**src/rtl/bcd_scan_driver_if.sv**
```systemverilog
// Bundle between a controller and the BCD scan driver: the conversion request
// (start/bin), conversion status, and the multiplexed digit/anode outputs.
interface bcd_scan_driver_if #(
    parameter int unsigned WIDTH = 14
);
    logic             start;
    logic [WIDTH-1:0] bin;
    logic             busy;
    logic             done;
    logic             overflow;
    logic [3:0]       bcd;
    logic [3:0]       an;

    // Controller side: requests conversions and observes the display outputs.
    modport master (
        output start,
        output bin,
        input  busy,
        input  done,
        input  overflow,
        input  bcd,
        input  an
    );

    // Driver side.
    modport slave (
        input  start,
        input  bin,
        output busy,
        output done,
        output overflow,
        output bcd,
        output an
    );
endinterface

```
**src/rtl/bcd_scan_driver.sv**
```systemverilog
// Binary to packed-BCD converter (shift-add-3) feeding a four-digit display
// register, plus a free-running digit scanner with active-low anode enables.
// Code 4'hF blanks a digit (leading zeros, out-of-range values).
module bcd_scan_driver #(
    parameter int unsigned WIDTH    = 14,
    parameter int unsigned SCAN_DIV = 100000,
    parameter bit          BLANK_LZ = 1'b1
) (
    input  logic             i_clk,
    input  logic             i_rst_n,
    bcd_scan_driver_if.slave io_bus
);

    localparam int unsigned CNT_W = $clog2(WIDTH + 1);
    localparam int unsigned PW    = $clog2(SCAN_DIV);

    typedef enum logic [1:0] {
        StIdle,
        StConvert,
        StUpdate
    } state_t;

    state_t           r_state;
    logic [15:0]      r_acc;
    logic [WIDTH-1:0] r_sr;
    logic [CNT_W-1:0] r_cnt;
    logic             r_ovf_req;
    logic             r_busy;
    logic             r_done;
    logic             r_ovf;
    logic [15:0]      r_disp;

    logic [PW-1:0]    r_presc;
    logic [1:0]       r_idx;
    logic [3:0]       r_bcd;
    logic [3:0]       r_an_pend;
    logic [3:0]       r_an;

    logic [14:0]      w_acc_adj;
    logic [15:0]      w_disp_next;
    logic [3:0]       w_digit;
    logic             w_bin_ovf;
    logic             w_tc;

    assign w_bin_ovf = {{(32 - WIDTH){1'b0}}, io_bus.bin} > 32'd9999;
    assign w_tc      = (r_presc == PW'(SCAN_DIV - 1));

    // Add-3 correction on each nibble >= 5 before the shift; only the low three
    // bits of the top nibble survive the shift, so only those are formed.
    always_comb begin
        w_acc_adj = '0;
        for (int i = 0; i < 3; i++) begin
            w_acc_adj[i*4 +: 4] = (r_acc[i*4 +: 4] >= 4'd5) ? r_acc[i*4 +: 4] + 4'd3
                                                             : r_acc[i*4 +: 4];
        end
        w_acc_adj[14:12] = r_acc[14:12] + ((r_acc[15:12] >= 4'd5) ? 3'd3 : 3'd0);
    end

    // Display image for the finished conversion, with overflow and leading-zero blanking.
    always_comb begin
        w_disp_next = r_acc;
        if (r_ovf_req) begin
            w_disp_next = 16'hFFFF;
        end else if (BLANK_LZ) begin
            if (r_acc[15:12] == 4'd0) begin
                w_disp_next[15:12] = 4'hF;
                if (r_acc[11:8] == 4'd0) begin
                    w_disp_next[11:8] = 4'hF;
                    if (r_acc[7:4] == 4'd0) begin
                        w_disp_next[7:4] = 4'hF;
                    end
                end
            end
        end
    end

    // Digit selected by the scan index.
    always_comb begin
        w_digit = r_disp[3:0];
        unique case (r_idx)
            2'd0: w_digit = r_disp[3:0];
            2'd1: w_digit = r_disp[7:4];
            2'd2: w_digit = r_disp[11:8];
            2'd3: w_digit = r_disp[15:12];
            default: w_digit = 4'hF;
        endcase
    end

    // Conversion FSM: accept, shift WIDTH times, then publish to the display register.
    always_ff @(posedge i_clk or negedge i_rst_n) begin
        if (!i_rst_n) begin
            r_state   <= StIdle;
            r_acc     <= '0;
            r_sr      <= '0;
            r_cnt     <= '0;
            r_ovf_req <= 1'b0;
            r_busy    <= 1'b0;
            r_done    <= 1'b0;
            r_ovf     <= 1'b0;
            r_disp    <= 16'hFFFF;
        end else begin
            r_done <= 1'b0;
            unique case (r_state)
                StIdle: begin
                    if (io_bus.start) begin
                        r_sr      <= io_bus.bin;
                        r_acc     <= '0;
                        r_cnt     <= '0;
                        r_ovf_req <= w_bin_ovf;
                        r_busy    <= 1'b1;
                        r_state   <= StConvert;
                    end
                end
                StConvert: begin
                    r_acc <= {w_acc_adj, r_sr[WIDTH-1]};
                    r_sr  <= r_sr << 1;
                    r_cnt <= r_cnt + CNT_W'(1);
                    if (r_cnt == CNT_W'(WIDTH - 1)) begin
                        r_state <= StUpdate;
                    end
                end
                StUpdate: begin
                    r_disp  <= w_disp_next;
                    r_ovf   <= r_ovf_req;
                    r_done  <= 1'b1;
                    r_busy  <= 1'b0;
                    r_state <= StIdle;
                end
                default: begin
                    r_state <= StIdle;
                end
            endcase
        end
    end

    // Scanner: bcd loads when the prescaler is at 0; the anode follows one cycle
    // later so it lines up with the decoder's registered segment output.
    always_ff @(posedge i_clk or negedge i_rst_n) begin
        if (!i_rst_n) begin
            r_presc   <= '0;
            r_idx     <= 2'd0;
            r_bcd     <= 4'hF;
            r_an_pend <= 4'b1111;
            r_an      <= 4'b1111;
        end else begin
            if (w_tc) begin
                r_presc <= '0;
                r_idx   <= r_idx + 2'd1;
            end else begin
                r_presc <= r_presc + PW'(1);
            end
            if (r_presc == '0) begin
                r_bcd     <= w_digit;
                r_an_pend <= ~(4'b0001 << r_idx);
            end
            r_an <= r_an_pend;
        end
    end

    assign io_bus.busy     = r_busy;
    assign io_bus.done     = r_done;
    assign io_bus.overflow = r_ovf;
    assign io_bus.bcd      = r_bcd;
    assign io_bus.an       = r_an;

endmodule

```
**src/flat_wrapper.sv**
```systemverilog
// flat-port wrapper written by rule: the top's interface ports become plain ports
module bcd_scan_driver_flat 
#(
    parameter int unsigned WIDTH    = 14,
    parameter int unsigned SCAN_DIV = 100000,
    parameter bit          BLANK_LZ = 1'b1
)
  (i_clk, i_rst_n, io_bus_start, io_bus_bin, io_bus_busy, io_bus_done, io_bus_overflow, io_bus_bcd, io_bus_an);
  bcd_scan_driver_if #(.WIDTH(WIDTH)) io_bus_i ();
  input  logic i_clk;
  input  logic i_rst_n;
  input wire logic [$bits(io_bus_i.start)-1:0] io_bus_start;
  input wire logic [$bits(io_bus_i.bin)-1:0] io_bus_bin;
  output wire logic [$bits(io_bus_i.busy)-1:0] io_bus_busy;
  output wire logic [$bits(io_bus_i.done)-1:0] io_bus_done;
  output wire logic [$bits(io_bus_i.overflow)-1:0] io_bus_overflow;
  output wire logic [$bits(io_bus_i.bcd)-1:0] io_bus_bcd;
  output wire logic [$bits(io_bus_i.an)-1:0] io_bus_an;
  assign io_bus_i.start = io_bus_start;
  assign io_bus_i.bin = io_bus_bin;
  assign io_bus_busy = io_bus_i.busy;
  assign io_bus_done = io_bus_i.done;
  assign io_bus_overflow = io_bus_i.overflow;
  assign io_bus_bcd = io_bus_i.bcd;
  assign io_bus_an = io_bus_i.an;
  bcd_scan_driver #(.WIDTH(WIDTH), .SCAN_DIV(SCAN_DIV), .BLANK_LZ(BLANK_LZ)) u_core (.i_clk(i_clk), .i_rst_n(i_rst_n), .io_bus(io_bus_i));
endmodule
```
**config.mk**
```make
export PLATFORM = sky130hd
export DESIGN_NAME = bcd_scan_driver_flat
export DESIGN_NICKNAME = d
export VERILOG_FILES = /design/src/rtl/bcd_scan_driver_if.sv /design/src/rtl/bcd_scan_driver.sv /design/src/flat_wrapper.sv
export SDC_FILE = /design/constraint.sdc
export NUM_CORES = 1
export LEC_CHECK = 0
export BUFFER_PORTS_ARGS = -buffer_cell sky130_fd_sc_hd__buf_2
export CAP_MARGIN = 20
export CORE_ASPECT_RATIO = 1.1
export CORE_UTILIZATION = 54
export DETAILED_ROUTE_END_ITERATION = 10
export HOLD_SLACK_MARGIN = 0.03
export PLACE_DENSITY = 0.75
export SLEW_MARGIN = 20
export SYNTH_ARGS = -nofsm -noshare
export SYNTH_HDL_FRONTEND = slang
export SYNTH_SLANG_ARGS = --single-unit
```
**constraint.sdc**
```tcl
create_clock -name i_clk -period 1.64 [get_ports i_clk]
set_input_delay 0.082 -clock i_clk [delete_from_list [all_inputs] [get_ports i_clk]]
set_output_delay 0.082 -clock i_clk [all_outputs]
set_load 0.01 [all_outputs]
```
Word level (Yosys, flattened, before mapping)

Cells that the tools add are included.

$add $sub $neg: 7
Magnitude comparators: 5
Equality and inequality tests: 9
Shifts and indexed selects: 1
Muxes and demuxes: 23
Bitwise operators: 1
Reduce and logical (&&, ||, !) cells: 12

Operators by type and width:

| cell                    | count |
|---|---|
| $pmux W16 S2            | 1 |
| $pmux W14 S2            | 1 |
| $mux W12                | 2 |
| $mux W4                 | 6 |
| $add A17 B1 Y17 const B | 1 |
| $eq A17 B17 Y1 const B  | 1 |
| $logic_not A17 Y1       | 1 |
| $mux W17                | 1 |
| $ge A4 B3 Y1 const B    | 4 |
| $mux W16                | 1 |
| $pmux W4 S4             | 1 |
| $gt A14 B14 Y1 const B  | 1 |
| $mux W14                | 1 |
| $add A4 B2 Y4 const B   | 3 |
| $logic_not A4 Y1        | 3 |
| $mux W8                 | 1 |
| $pmux W4 S2             | 1 |
| $reduce_and A2 Y1       | 4 |
| $eq A2 B2 Y1 const B    | 3 |
| $mux W2                 | 3 |
| $add A4 B1 Y4 const B   | 1 |
| $eq A2 B1 Y1 const B    | 2 |
| $eq A4 B4 Y1 const B    | 1 |
| $logic_not A2 Y1        | 2 |
| other kinds (10)        | 12 |

Flip-flop bits (word level): 87
Word-level logic and storage cells: 72

Longest topological paths before layout

Gate-level depths: netlist of run 1.

Depth after elaboration: 5
Gate-level depth with buffers: 6
Depth with buffers taken out: 6

Least setup slack after synthesis of run 1

No wires, ideal clock.

Path type: reg2reg
Start: register u_core.r_presc[0]
End: register u_core.r_idx[1]
Setup time: 0.125 ns
Data arrival time: 1.586 ns
Required time: 1.515 ns
Setup slack: -0.071 ns
Cell stages (with the launch flop): 6
Period minus slack after synthesis: 1.711 ns
Path through: dfrtp_1 -> ha_1 -> and4_4 -> nand2_4 -> nor3_4 -> mux2_4

Longest elaborated chain between the ends: 1

RTL lines:

| what                   | RTL line               | RTL |
|---|---|---|
| from (decl)            | bcd_scan_driver.sv:33  | `logic [PW-1:0] r_presc;` |
| from (signal assigned) | bcd_scan_driver.sv:150 | `r_presc <= r_presc + PW'(1);` |
| $eq A17 B17 Y1         | bcd_scan_driver.sv:46  | `assign w_tc = (r_presc == PW'(SCAN_DIV - 1));` |
| to (signal assigned)   | bcd_scan_driver.sv:148 | `r_idx <= r_idx + 2'd1;` |
| to (decl)              | bcd_scan_driver.sv:34  | `logic [1:0] r_idx;` |

No other way between the ends.
A chain may end at the register's enable or synchronous reset.

Worst setup path in the final report of run 1

Start: register u_core.r_acc[15]
End: register u_core.r_acc[14]

Longest elaborated chain between the ends: 4

RTL lines:

| what                   | RTL line               | RTL |
|---|---|---|
| from (decl)            | bcd_scan_driver.sv:24  | `logic [15:0] r_acc;` |
| from (signal assigned) | bcd_scan_driver.sv:115 | `r_acc <= {w_acc_adj, r_sr[WIDTH-1]};` |
| $ge A4 B3 Y1           | bcd_scan_driver.sv:56  | `w_acc_adj[14:12] = r_acc[14:12] + ((r_acc[15:12] >= 4'd5) ? 3'd3 : 3'd0);` |
| $mux W2                | bcd_scan_driver.sv:56  |  |
| $add A3 B3 Y3          | bcd_scan_driver.sv:56  |  |
| $pmux W16 S2           | bcd_scan_driver.sv:103 | `unique case (r_state)` |

No other way between the ends.

==> out/qor.csv, run 1 <==
metric,value,unit
io_buffers,27,
synthCells,413,
switching_share,35.9,%
synth_top_cells_by_count,"dfrtp_1, o21ai_0, nand2_1",
finalPower,7.59,mW
slew_viol_final,0,
p_switching,2.72,mW
tns,-0.0274,ns
placed_area,4770,sq um
violations,setup timing,
vias_per_cell,5.51,
power_leakage,2.36,nW
initial_core_util,56.2,%
p_comb_share,37.6,%
end_kind,register,
max_slew_margin,52.3,%
worstMarginPinSlew,0.715,ns
numCtsBuffers,9,
clkTransAtPathRegs,0.09,ns
num_vias,3322,
synth-async-reset-ratio,100,%
drc,0,
grt_usage,23.9,%
clk_path_buf_depth,2,
final_cells,603,
nets,527,
setup_violations,1,
cts_tree,done,
ctsRootBufferMaster,clkbuf_8,
grt_pass1_wl,15300,um
fin_skew,0.00986,ns
synth_area_leader_cell,dfrtp_1,
power_frac_seq,43.5,%
antenna_found_initial,0,
yosysTopAreaCellShare,34.8,%
hp-class,in2reg,
min_period_over_period,102,%
clk_latency,0.36,ns
period_needed,1.67,ns
dr.pass1.iters,4,
ys.flop_type,dfrtp_1,
placedCellCount,567,
cts_num_sinks,87,
grt_pass1_vias,3282,
cap_violations,0,
syn-num-nets,447,
drive_gt1_share,32.1,%
internal_power,4.87,mW
ios,28,
fin_area,5260,sq um
totalWireLength,9000,um
arrival,1.92,ns
cts.htree.levels,3,
ys_ff_latch,87,
netlist_area,4250,sq um
rows,33,
yosysMostFrequentCell,dfrtp_1,
synthToLayoutAreaGrowth,23.9,%
status,"complete, but fails checks",
hold_viol,0,
die_x,86.6,um
ys_types,50,
ys_warn_count,0,
synth-edff-count,0,
core_area,7560,sq um
wire_per_inst,14.9,um
gp_congestion,0.800,
power_density,1440,nW/um^2
pwr-share-clk,18.9,%
fmax,0.600,GHz
cp_max_fo,3,
post_synth.cell_area_avg,10.3,sq um
fp.dieH,95.0,um
antenna_cells,0,
setup_slack,-0.0274,ns
crit_type,reg2reg,
start_kind,register,
post-place-ws,-0.195,ns
synthTopCellsByArea,"dfrtp_1, dfstp_2, o21ai_0",
postRouteAntennaNets,0,
peakVddDrop,859,uV
grt-ovfl-total,0,
grt_max_degree,88,
dieArea,8230,sq um
seq_area_frac_synth,52.1,%
hpwl,5940,um
crit_required,1.89,ns
drt_iter0_drc,229,
rsz0062_at_grt,yes,
[metal layers]
metal / GRT usage, % / share of wire (%)
met5: 0 / 0
met4: 10.7 / 1.8
met3: 3.38 / 2.8
met2: 41.6 / 51
met1: 29.7 / 45
[power groups by stage]
stage	Combinational, mW	Sequential [mW]	Clock [mW]
3_5_place_dp	2.40	3.30	0
5_1_grt	3.23	3.38	1.55
4_1_cts	2.54	3.28	1.47
2_1_floorplan	1.63	3.19	0
3_3_place_gp	2.28	3.28	0
6_report	2.85	3.30	1.44
[cells by family after synthesis]
| kind of cell | Yosys count | synth area share (%) |
|---|---|---|
| AO/OA/AOI/OAI | 115 | 16.8 |
| XOR/XNOR | 21 | 4.33 |
| adder cells (fa/ha/maj) | 17 | 5.18 |
| buffers and inverters | 31 | 2.89 |
| flip-flops | 87 | 52.1 |
| multiplexers | 9 | 2.42 |
| AND/OR/NAND/NOR | 133 | 16.3 |
[cells in the final DEF (no fill, tap or decap), types with 9 or more instances in the layout]
master         Yosys  final
nor2_1            21     19
buf_4              0     45
xor2_1             9      9
dfstp_2           28     28
a22oi_1           13     13
nand2_1           46     46
nor3_1            12     11
inv_1             13     10
ha_1              16     11
nand3_1           10      9
nor2b_1           15     15
xnor2_1           12     11
clkbuf_8           0      9
buf_2              5     26
o21ai_0           49     45
dfrtp_1           59     58
dlygate4sd3_1      0     12
a21oi_1           22     17
[layout make-up]
class,instances,area [sq um]
Tap cell,105,131
Fill cell,546,2290
Timing Repair Buffer,86,648
Sequential cell,87,2210
Clock inverter,6,41.3
Inverter,14,52.6
Multi-Input combinational cell,295,2030
Clock buffer,10,149
[per-stage QoR]
| stage | hold slack [ns] | utilization, % |
|---|---|---|
| after floorplan | -0.214 | - |
| after global placement | 0.152 | 63.2 |
| after detailed placement | 0.151 | 63.2 |
| after CTS | 0.0396 | 67.9 |
| after global routing | 0.0685 | 69.6 |
| final | 0.0509 | 69.6 |
[path summary, 6_finish.rpt]
kind / from / to / slack [ns] / depth (start not counted)
max: u_core.r_acc[15]$_DFFE_PN0P_ / u_core.r_acc[14]$_DFFE_PN0P_ / -0.03 / 5
min: io_bus_bin[6] / u_core.r_sr[6]$_DFFE_PN0P_ / 0.05 / 3
max reg2reg: u_core.r_acc[15]$_DFFE_PN0P_ / u_core.r_acc[14]$_DFFE_PN0P_ / -0.03 / 5
min reg2reg: u_core.r_an_pend[3]$_DFFE_PN1N_ / u_core.io_bus.an[3]$_DFF_PN1_ / 0.37 / 0
max in group asynchronous: i_rst_n / u_core.r_acc[14]$_DFFE_PN0P_ / 0.95 / 3
min in group asynchronous: i_rst_n / u_core.r_presc[8]$_DFF_PN0_ / 0.30 / 3
[critical path, stage by stage (launching register included)]
cell	delay, ns
dfrtp_1	0.42
nor3_2	0.26
nor2_2	0.07
ha_2	0.18
fa_2	0.42
a22o_1	0.21
[state kept, by name, indices dropped and copies added (netlist names)]
register and flops:
u_core.r_an_pend 4, u_core.io_bus.done 1, u_core.io_bus.an 4, u_core.r_idx 2, u_core.r_sr 14, u_core.r_acc 16
u_core.r_ovf_req 1, u_core.io_bus.busy 1, u_core.r_disp 16, u_core.r_cnt 4, u_core.io_bus.overflow 1, u_core.io_bus.bcd 4
u_core.r_state 2, u_core.r_presc 17
[repair_timing]
| action | in CTS | in global routing |
|---|---|---|
| resized for setup | 10 | 22 |
| endpoints found under the hold margin | 71 | 0 |
| endpoints found under the setup margin | 10 | 19 |
| setup buffers | 2 | 6 |
| hold buffers | 12 | 0 |
| pin swaps | 2 | 9 |
(Power assumes the default switching activity.)
==> run 2: changes to the inputs <==
--- a/config.mk
+++ b/config.mk
@@ -5,7 +5,7 @@
 export SDC_FILE = /design/constraint.sdc
 export NUM_CORES = 1
 export LEC_CHECK = 0
-export BUFFER_PORTS_ARGS = -buffer_cell sky130_fd_sc_hd__buf_2
+export BUFFER_PORTS_ARGS = -buffer_cell sky130_fd_sc_hd__buf_4
 export CAP_MARGIN = 20
 export CORE_ASPECT_RATIO = 1.1
 export CORE_UTILIZATION = 54
==> out/qor.csv, run 2 (same netlist as run 1, synthesis figures left out) <==
metric,value,unit
die_x,86.6,um
synthToLayoutAreaGrowth,24.5,%
layout_commonest_cell,buf_4,
fp.dieH,95.0,um
power_leakage,2.39,nW
end_kind,register,
max_slew_margin,51.8,%
cts_tree,done,
wire_per_inst,14.7,um
cts_num_sinks,87,
dr.pass1.iters,5,
totalWireLength,8870,um
drt_iter0_drc,149,
core_area,7560,sq um
hold_viol,0,
r2r_start,u_core.r_acc[15]$_DFFE_PN0P_,
num_vias,3355,
slew_viol_final,0,
numCtsBuffers,9,
hp-class,in2reg,
fmax,0.625,GHz
cts.htree.levels,3,
regToRegSetupSlack,0.04,ns
final_cells,604,
power_density,1370,nW/um^2
status,"finished, final reports clean",
layout_common_cells,"buf_4, dfrtp_1, o21ai_0",
gp_congestion,0.807,
crit_path_end,u_core.r_acc[14]$_DFFE_PN0P_,
reg_top3,"u_core.r_presc: 17 flops, u_core.r_acc: 16 flops, u_core.r_disp: 16 flops",
ios,28,
max_stage_delay,0.41,ns
min_period_over_period,97.6,%
vias_per_cell,5.55,
grt_pass1_wl,15100,um
crit_type,reg2reg,
start_kind,register,
whs_path_depth,3,
worstMarginPinSlew,0.722,ns
clk_latency,0.35,ns
dieArea,8230,sq um
cp_max_fo,3,
grt_pass1_vias,3352,
clk_path_buf_depth,2,
grt-ovfl-total,0,
utilization,70.0,%
antenna_found_initial,0,
initial_core_util,56.2,%
grt_usage,23.7,%
setup_violations,0,
grt_max_degree,41,
crit_path_top_delay_cell,dfrtp_1,
cap_violations,0,
hold_ws,0.0548,ns
drive_gt1_share,31.1,%
startpoint,u_core.r_acc[15]$_DFFE_PN0P_,
antenna_cells,0,
drc,0,
ctsRootBufferMaster,clkbuf_8,
r2r_cells,5,
io_buffers,27,
peakVddDrop,782,uV
clkTransAtPathRegs,0.09,ns
rows,33,
max_flop_register,u_core.r_presc,
placedCellCount,569,
tns,0,ns
arrival,1.84,ns
cp_cell_sequence,"nor3_2, nor2_2, ha_2, fa_2, a22o_1",
fin_skew,0.0123,ns
nets,528,
postRouteAntennaNets,0,
finalPower,7.24,mW
crit_required,1.88,ns
worst_r2r_endpoint,u_core.r_acc[14]$_DFFE_PN0P_,
hpwl,6110,um
rsz0062_at_grt,yes,
largest_reg_flops,17,
period_needed,1.60,ns
## run 2: cell types whose count changed in the layout (fill, tap and decap cells not counted), moves of 2 or more
cell           previous run  this run
buf_4                    45        71
buf_12                    3         1
dlygate4sd3_1            12        14
o21ai_1                   4         2
a21oi_2                   5         3
clkbuf_1                  0         2
dfrtp_1                  58        56
o21ai_0                  45        47
dfrtp_2                   1         3
buf_2                    26         0
a21oi_1                  17        19
## run 2: cell type report
type / count / area [sq um]
multi-input combinational: 295 / 2020
clock inverter: 4 / 21.3
timing repair buffer: 87 / 704
clock buffer: 12 / 145
inverter: 14 / 52.6
sequential: 87 / 2220
tap: 105 / 131
fill: 551 / 2270
## run 2: per-layer routing
metal | track usage, % | share of wire (%) | wire [um]
met1 | 30.2 | 45 | 3990
met2 | 40.0 | 50 | 4470
met3 | 4.33 | 2.8 | 244
met4 | 9.31 | 1.8 | 161
met5 | 0 | 0 | 0
## run 2: worst min-delay path by stage
stage	slack (ns)	startpoint	to
2_1_floorplan	-0.21	i_rst_n	u_core.io_bus.busy$_DFFE_PN0P_
3_3_place_gp	0.08	i_rst_n	u_core.r_presc[14]$_DFF_PN0_
3_5_place_dp	0.09	i_rst_n	u_core.r_presc[14]$_DFF_PN0_
4_1_cts	0.03	io_bus_bin[12]	u_core.r_sr[12]$_DFFE_PN0P_
5_1_grt	0.03	io_bus_bin[12]	u_core.r_sr[12]$_DFFE_PN0P_
6_report	0.05	io_bus_bin[12]	u_core.r_sr[12]$_DFFE_PN0P_
## run 2: repair_timing
item / 4_1_cts / 5_1_grt
setup buffers: 1 / 4
hold endpoints to repair: 40 / 0
hold buffers: 14 / 0
setup endpoints to repair: 8 / 15
gates resized for setup: 5 / 24
pin swaps: 2 / 11
gates cloned: 0 / 0
## run 2: where the power goes
group          internal [mW]  switching (mW)
sequential              2.79           0.528
combinational           1.31            1.31
clock                  0.587           0.721
total                   4.69            2.56
## run 2: critical path, delay by kind of cell (launching register included)
| family | cells | cell delay (ns) |
|---|---|---|
| adders and majority gates | 2 | 0.59 |
| DFF | 1 | 0.41 |
| and+or+nand+nor | 2 | 0.30 |
| AOI/OAI and AO/OA | 1 | 0.20 |
## run 2: stage by stage
stage	worst slack, ns	instance area (sq um)
5_1_grt	-0.0212	5290
3_3_place_gp	-0.0742	4840
6_report	0.0398	5290
4_1_cts	0.00548	5180
3_5_place_dp	-0.109	4840
2_1_floorplan	-0.000412	4260
==> run 3: changes to the inputs <==
--- a/config.mk
+++ b/config.mk
@@ -12,6 +12,7 @@
 export DETAILED_ROUTE_END_ITERATION = 10
 export HOLD_SLACK_MARGIN = 0.03
 export PLACE_DENSITY = 0.75
+export SETUP_SLACK_MARGIN = 0.05
 export SLEW_MARGIN = 20
 export SYNTH_ARGS = -nofsm -noshare
 export SYNTH_HDL_FRONTEND = slang
==> out/qor.csv, run 3 (same netlist as run 1, synthesis figures left out) <==
metric,value,unit
internal_power,4.92,mW
power_density,1390,nW/um^2
die_x,86.6,um
setup_violations,0,
synthToLayoutAreaGrowth,28.0,%
antenna_found_initial,0,
drive_gt1_share,34.1,%
gp_congestion,0.881,
fmax,0.626,GHz
grt_max_degree,50,
max_slew_margin,54.7,%
min_period_over_period,97.4,%
peakVddDrop,682,uV
num_vias,3410,
ios,28,
cts.htree.levels,3,
core_area,7560,sq um
p_comb_share,34.3,%
switching_share,34.9,%
worstMarginPinSlew,0.679,ns
numCtsBuffers,9,
crit_required,1.88,ns
power_frac_seq,44.2,%
grt_usage,23.7,%
antenna_cells,0,
clk_latency,0.36,ns
finalPower,7.57,mW
status,"finished, final reports clean",
cap_violations,0,
drc,0,
io_buffers,27,
min_from,io_bus_bin[6],
slew_viol_final,0,
rsz0062_at_grt,yes,
vias_per_cell,5.60,
totalWireLength,9150,um
p_switching,2.64,mW
crit_type,reg2reg,
grt-ovfl-total,0,
ctsRootBufferMaster,clkbuf_8,
layout_commonest_cell,buf_4,
clkTransAtPathRegs,0.09,ns
fp.dieH,95.0,um
drt_iter0_drc,203,
clk_path_buf_depth,2,
r2r_start,u_core.r_acc[12]$_DFFE_PN0P_,
dr.pass1.iters,4,
grt_pass1_wl,15200,um
placed_area,4790,sq um
initial_core_util,56.2,%
fillers,529,
period_needed,1.60,ns
power_leakage,2.41,nW
hp-class,in2reg,
fin_skew,0.0187,ns
rows,33,
cp_max_fo,3,
cts_tree,done,
dieArea,8230,sq um
hpwl,5890,um
reg_top3,"u_core.r_presc: 17 flops, u_core.r_acc: 16 flops, u_core.r_disp: 16 flops",
largest_reg_flops,17,
fin_area,5440,sq um
cts_num_sinks,87,
hold_viol,0,
pwr-share-clk,21.5,%
nets,533,
end_kind,register,
arrival,1.84,ns
max_flop_register,u_core.r_presc,
grt_pass1_vias,3369,
startpoint,u_core.r_acc[12]$_DFFE_PN0P_,
start_kind,register,
wire_per_inst,15.0,um
postRouteAntennaNets,0,
layout_common_cells,"buf_4, dfrtp_1, nand2_1",
-- run 3: layer usage --
| metal | wire length (um) | vias to the layer above | track usage, % |
|---|---|---|---|
| li1 | - | 1635 | - |
| met1 | 3970 | 1698 | 30.0 |
| met2 | 4720 | 59 | 40.2 |
| met3 | 237 | 18 | 3.55 |
| met4 | 221 | 0 | 10.7 |
| met5 | 0 | - | 0 |
-- run 3: power by group through the flow --
| stage | Sequential [mW] | Combinational (mW) | Clock (mW) |
|---|---|---|---|
| finish | 3.35 | 2.59 | 1.63 |
| global placement | 3.29 | 2.24 | 0 |
| CTS | 3.31 | 2.49 | 1.67 |
| floorplan | 3.20 | 1.64 | 0 |
| detailed placement | 3.32 | 2.34 | 0 |
| global route | 3.42 | 2.95 | 1.75 |
-- run 3: through the flow --
step / hold slack (ns) / setup WS, ns / utilization [%] / std cells / setup TNS [ns]
final: 0.0657 / 0.0427 / 71.9 / 609 / 0
after global routing: 0.0867 / -0.00176 / 71.9 / 609 / -0.00176
after CTS: 0.0432 / 0.0354 / 69.5 / 598 / 0
after detailed placement: 0.142 / -0.0771 / 63.5 / 562 / -0.283
after global placement: 0.137 / -0.0592 / 63.5 / 562 / -0.125
after floorplan: -0.214 / 0.00699 / - / 413 / 0
-- run 3: critical path: stages (launching register included) --
cell and delay (ns):
dfrtp_2 0.45, buf_4 0.15, buf_4 0.12, ha_2 0.18, fa_2 0.42, a22o_1 0.19
-- run 3: path summary, 6_finish.rpt --
| kind | end | depth (start not counted) | slack [ns] |
|---|---|---|---|
| max | u_core.r_acc[14]$_DFFE_PN0P_ | 5 | 0.04 |
| min | u_core.r_sr[6]$_DFFE_PN0P_ | 3 | 0.07 |
| max reg2reg | u_core.r_acc[14]$_DFFE_PN0P_ | 5 | 0.04 |
| min reg2reg | u_core.io_bus.an[1]$_DFF_PN1_ | 0 | 0.37 |
| max in group asynchronous | u_core.r_presc[3]$_DFF_PN0_ | 3 | 0.76 |
| min in group asynchronous | u_core.r_presc[11]$_DFF_PN0_ | 2 | 0.27 |
-- run 3: final cells by class --
type	count	area, sq um	share of cell area, %
clock buffer	10	149	2.74
clock inverter	6	72.6	1.33
inverter	14	52.6	0.967
multi-input combinational	295	2070	38.0
sequential	87	2220	40.8
tap	105	131	2.42
timing repair buffer	92	746	13.7
-- run 3: timing repair --
item	in CTS	in global routing
gates resized for setup	14	33
hold buffers	14	0
endpoints found under the hold margin	33	0
endpoints found under the setup margin	18	24
setup buffers	6	11
pin swaps	7	13
cloned	0	0
